`config.mk`:
```
export PLATFORM = sky130hd
export DESIGN_NAME = dm_arbiter
export DESIGN_NICKNAME = d
export VERILOG_FILES = /design/src/rtl/dm_arbiter_pkg.sv /design/src/rtl/dm_arbiter_byte_merge.sv /design/src/rtl/dm_arbiter.sv
export SDC_FILE = /design/constraint.sdc
export NUM_CORES = 1
export LEC_CHECK = 0
export ABC_AREA = 1
export CORE_ASPECT_RATIO = 1.2
export CORE_MARGIN = 2
export CORE_UTILIZATION = 47
export DETAILED_ROUTE_END_ITERATION = 6
export PLACE_DENSITY_LB_ADDON = 0.15
export SYNTH_ARGS = -nofsm -noshare
export SYNTH_HDL_FRONTEND = slang
export SYNTH_HIERARCHICAL = 1
export SYNTH_SLANG_ARGS = --single-unit
```
`constraint.sdc`:
```
create_clock -name CLK -period 2.7 [get_ports CLK]
set_clock_uncertainty 0.2 [all_clocks]
set_input_delay 0.675 -clock CLK [delete_from_list [all_inputs] [get_ports CLK]]
set_output_delay 0.675 -clock CLK [all_outputs]
set_load 0.005 [all_outputs]
```
`src/rtl/dm_arbiter_pkg.sv`:
```
// Shared types and constants for the data-memory access arbiter.
`timescale 1ns/1ps
package dm_arbiter_pkg;

    typedef enum logic [1:0] {
        IDLE     = 2'd0,
        ACCESS   = 2'd1,
        MERGE_WR = 2'd2,
        DONE     = 2'd3
    } state_t;

    localparam int         DM_WORDS = 3072;
    localparam logic [3:0] BE_FULL  = 4'hF;
    localparam logic [3:0] BE_NONE  = 4'h0;

    localparam logic REQ_CPU = 1'b0;
    localparam logic REQ_DBG = 1'b1;

endpackage

```
`src/rtl/dm_arbiter_byte_merge.sv`:
```
// Combinational 4-lane byte merge: each lane takes new data when its enable is set.
`timescale 1ns/1ps
module dm_byte_merge (
    input  logic [31:0] old_data,
    input  logic [31:0] new_data,
    input  logic [3:0]  be,
    output logic [31:0] out_data
);

    for (genvar i = 0; i < 4; i++) begin : g_lane
        assign out_data[8*i +: 8] = be[i] ? new_data[8*i +: 8] : old_data[8*i +: 8];
    end

endmodule

```
`src/rtl/dm_arbiter.sv`:
```
// Round-robin two-requester controller for the single-port data memory;
// sub-word stores are sequenced as read-modify-write.
`timescale 1ns/1ps
module dm_arbiter
    import dm_arbiter_pkg::*;
#(
    parameter int DM_WORDS = dm_arbiter_pkg::DM_WORDS,
    parameter int AW       = 12
) (
    input  logic          CLK,
    input  logic          Reset,
    input  logic          m0_req,
    input  logic          m0_we,
    input  logic [31:0]   m0_addr,
    input  logic [3:0]    m0_be,
    input  logic [31:0]   m0_wdata,
    input  logic [31:0]   m0_pc,
    input  logic          m1_req,
    input  logic          m1_we,
    input  logic [31:0]   m1_addr,
    input  logic [3:0]    m1_be,
    input  logic [31:0]   m1_wdata,
    input  logic [31:0]   m1_pc,
    output logic          m0_done,
    output logic          m1_done,
    output logic [31:0]   rdata,
    output logic          err,
    output logic [AW-1:0] dm_addr,
    output logic [31:0]   dm_wd,
    output logic          dm_we,
    output logic [31:0]   dm_pc,
    input  logic [31:0]   dm_rd
);

    state_t      state;
    logic        last_gnt;
    logic        id_q;
    logic        we_q;
    logic [11:0] idx_q;
    logic [3:0]  be_q;
    logic [31:0] wdata_q;
    logic [31:0] pc_q;
    logic [31:0] rdata_q;
    logic [31:0] wd_q;
    logic        err_q;

    logic        grant_id;
    logic        in_range;
    logic [31:0] merged;

    // On a tie the requester that did not win last time gets the memory.
    assign grant_id = (m0_req && m1_req) ? ~last_gnt : m1_req;
    assign in_range = 32'(idx_q) < 32'(DM_WORDS);

    dm_byte_merge u_merge (
        .old_data (dm_rd),
        .new_data (wdata_q),
        .be       (be_q),
        .out_data (merged)
    );

    always_ff @(posedge CLK) begin
        // NOTE: non-blocking assignments so every register samples pre-edge values.
        if (Reset) begin
            state    <= IDLE;
            last_gnt <= REQ_DBG;
            id_q     <= REQ_CPU;
            we_q     <= 1'b0;
            idx_q    <= '0;
            be_q     <= BE_NONE;
            wdata_q  <= '0;
            pc_q     <= '0;
            rdata_q  <= '0;
            wd_q     <= '0;
            err_q    <= 1'b0;
        end else begin
            case (state)
                IDLE: begin
                    if (m0_req || m1_req) begin
                        id_q     <= grant_id;
                        last_gnt <= grant_id;
                        we_q     <= grant_id ? m1_we    : m0_we;
                        idx_q    <= grant_id ? m1_addr[13:2] : m0_addr[13:2];
                        be_q     <= grant_id ? m1_be    : m0_be;
                        wdata_q  <= grant_id ? m1_wdata : m0_wdata;
                        pc_q     <= grant_id ? m1_pc    : m0_pc;
                        state    <= ACCESS;
                    end
                end
                ACCESS: begin
                    if (!in_range) begin
                        rdata_q <= '0;
                        err_q   <= 1'b1;
                        state   <= DONE;
                    end else if (!we_q) begin
                        rdata_q <= dm_rd;
                        state   <= DONE;
                    end else if (be_q == BE_FULL || be_q == BE_NONE) begin
                        state   <= DONE;
                    end else begin
                        wd_q    <= merged;
                        state   <= MERGE_WR;
                    end
                end
                MERGE_WR: state <= DONE;
                DONE: begin
                    err_q <= 1'b0;
                    state <= IDLE;
                end
                default: state <= IDLE;
            endcase
        end
    end

    always_comb begin
        // NOTE: every output gets a default first so no path infers a latch.
        m0_done = 1'b0;
        m1_done = 1'b0;
        rdata   = '0;
        err     = 1'b0;
        dm_addr = '0;
        dm_wd   = '0;
        dm_we   = 1'b0;
        dm_pc   = '0;
        if (state != IDLE) begin
            dm_addr = AW'(idx_q);
            dm_pc   = pc_q;
        end
        // Reset suppresses the write strobe and any pending completion in the same cycle.
        case (state)
            ACCESS: begin
                if (in_range && we_q && be_q == BE_FULL) begin
                    dm_we = !Reset;
                    dm_wd = wdata_q;
                end
            end
            MERGE_WR: begin
                dm_we = !Reset;
                dm_wd = wd_q;
            end
            DONE: begin
                m0_done = !Reset && (id_q == REQ_CPU);
                m1_done = !Reset && (id_q == REQ_DBG);
                rdata   = rdata_q;
                err     = !Reset && err_q;
            end
            default: ;
        endcase
    end

endmodule
```
==> flow_summary_export.csv <==
group,metric,value,unit
pwr,total_leakage_power,5.95,nW
route,wl_per_cell,15.7,um
cells_and_area,final_common_cell,"nand2_1",
route,wirelength,28800,um
timing,slew_viol_final,0,
yosys,avgSynthCellArea,6.26,um^2
cts,hold_buffers,0,
global_route,grt_first_pass_wirelength,43700,um
critical_path,crit_path_start_kind,"flip-flop",
yosys,ys_ff_latch,150,
die,die_h,149,um
die,io-pin-count,350,
critical_path,timing.rr.start,"state[0]",
timing,max_slew_margin,51.3,%
cts,ctsRootBufferMaster,"clkbuf_16",
pwr,peakVddDrop,684,uV
cells_and_area,drive_gt1_share,13.4,%
timing,hold_viol_final,0,
critical_path,crit_path_end,"dm_wd[31]",
global_route,grt_overflow_total,0,
critical_path,crit_path_end_kind,"output port",
job,cap_violations,0,
cts,cts_tree,"built",
die,start_util,48.4,%
yosys,seq_area_frac_synth,36.5,%
worst_hold_path,min-delay-path-class,"reg2reg",
route,vias,9440,
global_route,antenna_found_initial,0,
critical_path,reg2regPathDepth,10,
critical_path,cp_max_fo,8,
cts,clk_pin_slew_worst_paths,60,ps
cells_and_area,final_cell_mix,"nand2_1 (268), clkdlybuf4s50_1 (196), inv_1 (194), nor2_1 (192), o21ai_0 (149)",
place,dp_worst_setup_slack,-283,ps
route,drtAntennaViolNets,0,
critical_path,worstSetupStartpoint,"state[0]",
die,die_x,125,um
timing,worst-slew-pin-transition,731,ps
cells_and_area,nets,1848,
timing,setup-tns-final,-146,ps
critical_path,crit_required,1820,ps
place,place.gp.congestion,0.821,
cells_and_area,n_fill_cell,1438,
timing,layout_min_cycle_time,2750,ps
route,drt_drc_violations_left,0,
route,first_iter_violations,833,
cts,clkLatencyLatePin,420,ps
die,die-area,0.0186,mm^2
run_status,violations,"negative setup slack",
cts,cts_max_level,4,
die,core,0.0170,mm^2
route,drt_first_pass_iters,6,
yosys,synth_top_area_share,36.5,%
yosys,yosys.area.top_type,"dfxtp_1",
cts,cts.sinks,150,
global_route,grt_pass1_vias,8681,
yosys,syn-num-nets,1555,
cts,clockBufferDepth,2,
timing,finalWorstSetupSlack,-47.3,ps
critical_path,reg2reg_slack,400,ps
place,io_buffers,309,
yosys,netlist_top_cells_area,"dfxtp_1 (37%), nand2_1 (12%), o21ai_0 (9.1%)",
timing,max_freq,364,MHz
cells_and_area,fin_area,0.0127,mm^2
yosys,syn-cell-area,0.00822,mm^2
place,place_area,0.0114,mm^2
timing,rsz0062_at_grt,"yes",
yosys,yosysUniqueCellTypes,28,
die,rows,52,
critical_path,cp.arrival,1870,ps
global_route,grt_max_degree,85,
cells_and_area,syn2layout_area_growth,54.8,%
cells_and_area,diodes,0,
pwr,pwr_density_cell,926,mW/mm^2
yosys,netlist_instances,1313,
critical_path,worstReg2RegEnd,"wd_q[28]",
timing,min_period_over_period,102,%
run_status,status,"complete, but fails checks",
cts,cts_buffers,17,
route,viasPerCell,5.15,
global_route,track_usage,29.1,%
place,dp_hpwl,17900,um
worst_hold_path,min-delay-start,"rdata_q[0]",
yosys,yosysWarnings,6,
critical_path,crit_type,"reg2out",
timing,finalSetupViolations,6,
[cells in the mapped netlist]
library cell	instances
buf_6	19
nand2_4	1
inv_2	7
o21ai_0	149
nor2_4	4
nand2_2	1
a21oi_4	1
buf_4	9
nand2_1	270
nor2_1	196
o211ai_1	1
clkbuf_2	8
o22ai_1	1
clkinv_1	1
a21oi_2	1
dfxtp_1	150
buf_2	25
ha_1	4
nand3_2	2
o21a_2	1
nand4_1	32
inv_1	196
nand3_1	33
buf_1	8
clkbuf_1	29
o21ai_1	15
a221oi_1	1
a21oi_1	148
[sequential cells by signal, indices dropped and copies added, names as in the netlist]
register	flops
err_q	1
rdata_q	32
last_gnt	1
idx_q	12
pc_q	32
id_q	1
we_q	1
be_q	4
wdata_q	32
state	2
wd_q	32
[where the power goes]
part,total (mW),switching [mW],internal (mW)
clock,2.53,0.962,1.57
combinational,5.83,3.38,2.45
sequential,3.42,0.497,2.92
[cell type report]
type	instances	area (um^2)	area share (%)
Inverter	204	776	6.10
Multi-Input combinational cell	861	4260	33.5
Clock inverter	12	179	1.41
Sequential cell	150	3010	23.7
Timing Repair Buffer	372	3780	29.7
Tap cell	216	270	2.12
Clock buffer	19	443	3.48
[cell families (layout without fill, tap and decap cells)]
logic type,Yosys count,after routing,share of synthesized area [%]
DFF,150,150,36.5
AOI/OAI and AO/OA,318,318,19.7
buffers and inverters,302,607,16.4
adders and majority gates,4,4,0.609
and+or+nand+nor,539,539,26.7
[worst min path at each step]
stage | slack [ps] | depth (start not counted) | end
floorplan | 240 | 2 | rdata_q[10]
global placement | 250 | 2 | rdata_q[15]
detailed placement | 260 | 2 | rdata_q[15]
CTS | 260 | 2 | rdata_q[15]
global route | 280 | 2 | rdata_q[10]
finish | 270 | 2 | rdata_q[0]
[critical path: stages (launching register included)]
cell and delay [ps]:
dfxtp_2 350, buf_6 120, buf_6 90, ha_4 260, clkbuf_16 210, nand3_1 130
a21oi_2 140, buf_2 140
[layer usage]
metal / GRT usage (%) / vias up / wire, um
li1: - / 4687 / -
met1: 34.4 / 4223 / 11100
met2: 49.7 / 451 / 13900
met3: 8.68 / 79 / 2800
met4: 11.2 / 0 / 947
met5: 0 / - / 0
[metrics by stage]
step	instances	utilization, %	hold slack (ps)	power [mW]
finish	1834	74.9	265	11.8
global route	1834	74.9	276	12.5
CTS	1828	73.3	265	11.3
detailed placement	1779	67.4	255	8.21
global placement	1779	67.4	252	8.12
floorplan	1313	-	244	6.36
[what timing repair did]
item,4_1_cts,5_1_grt
endpoints found under the setup margin,112,37
resized for setup,207,107
buffers inserted,9,1
cloned,9,5
pin swaps,8,38
(Power assumes the default switching activity.)
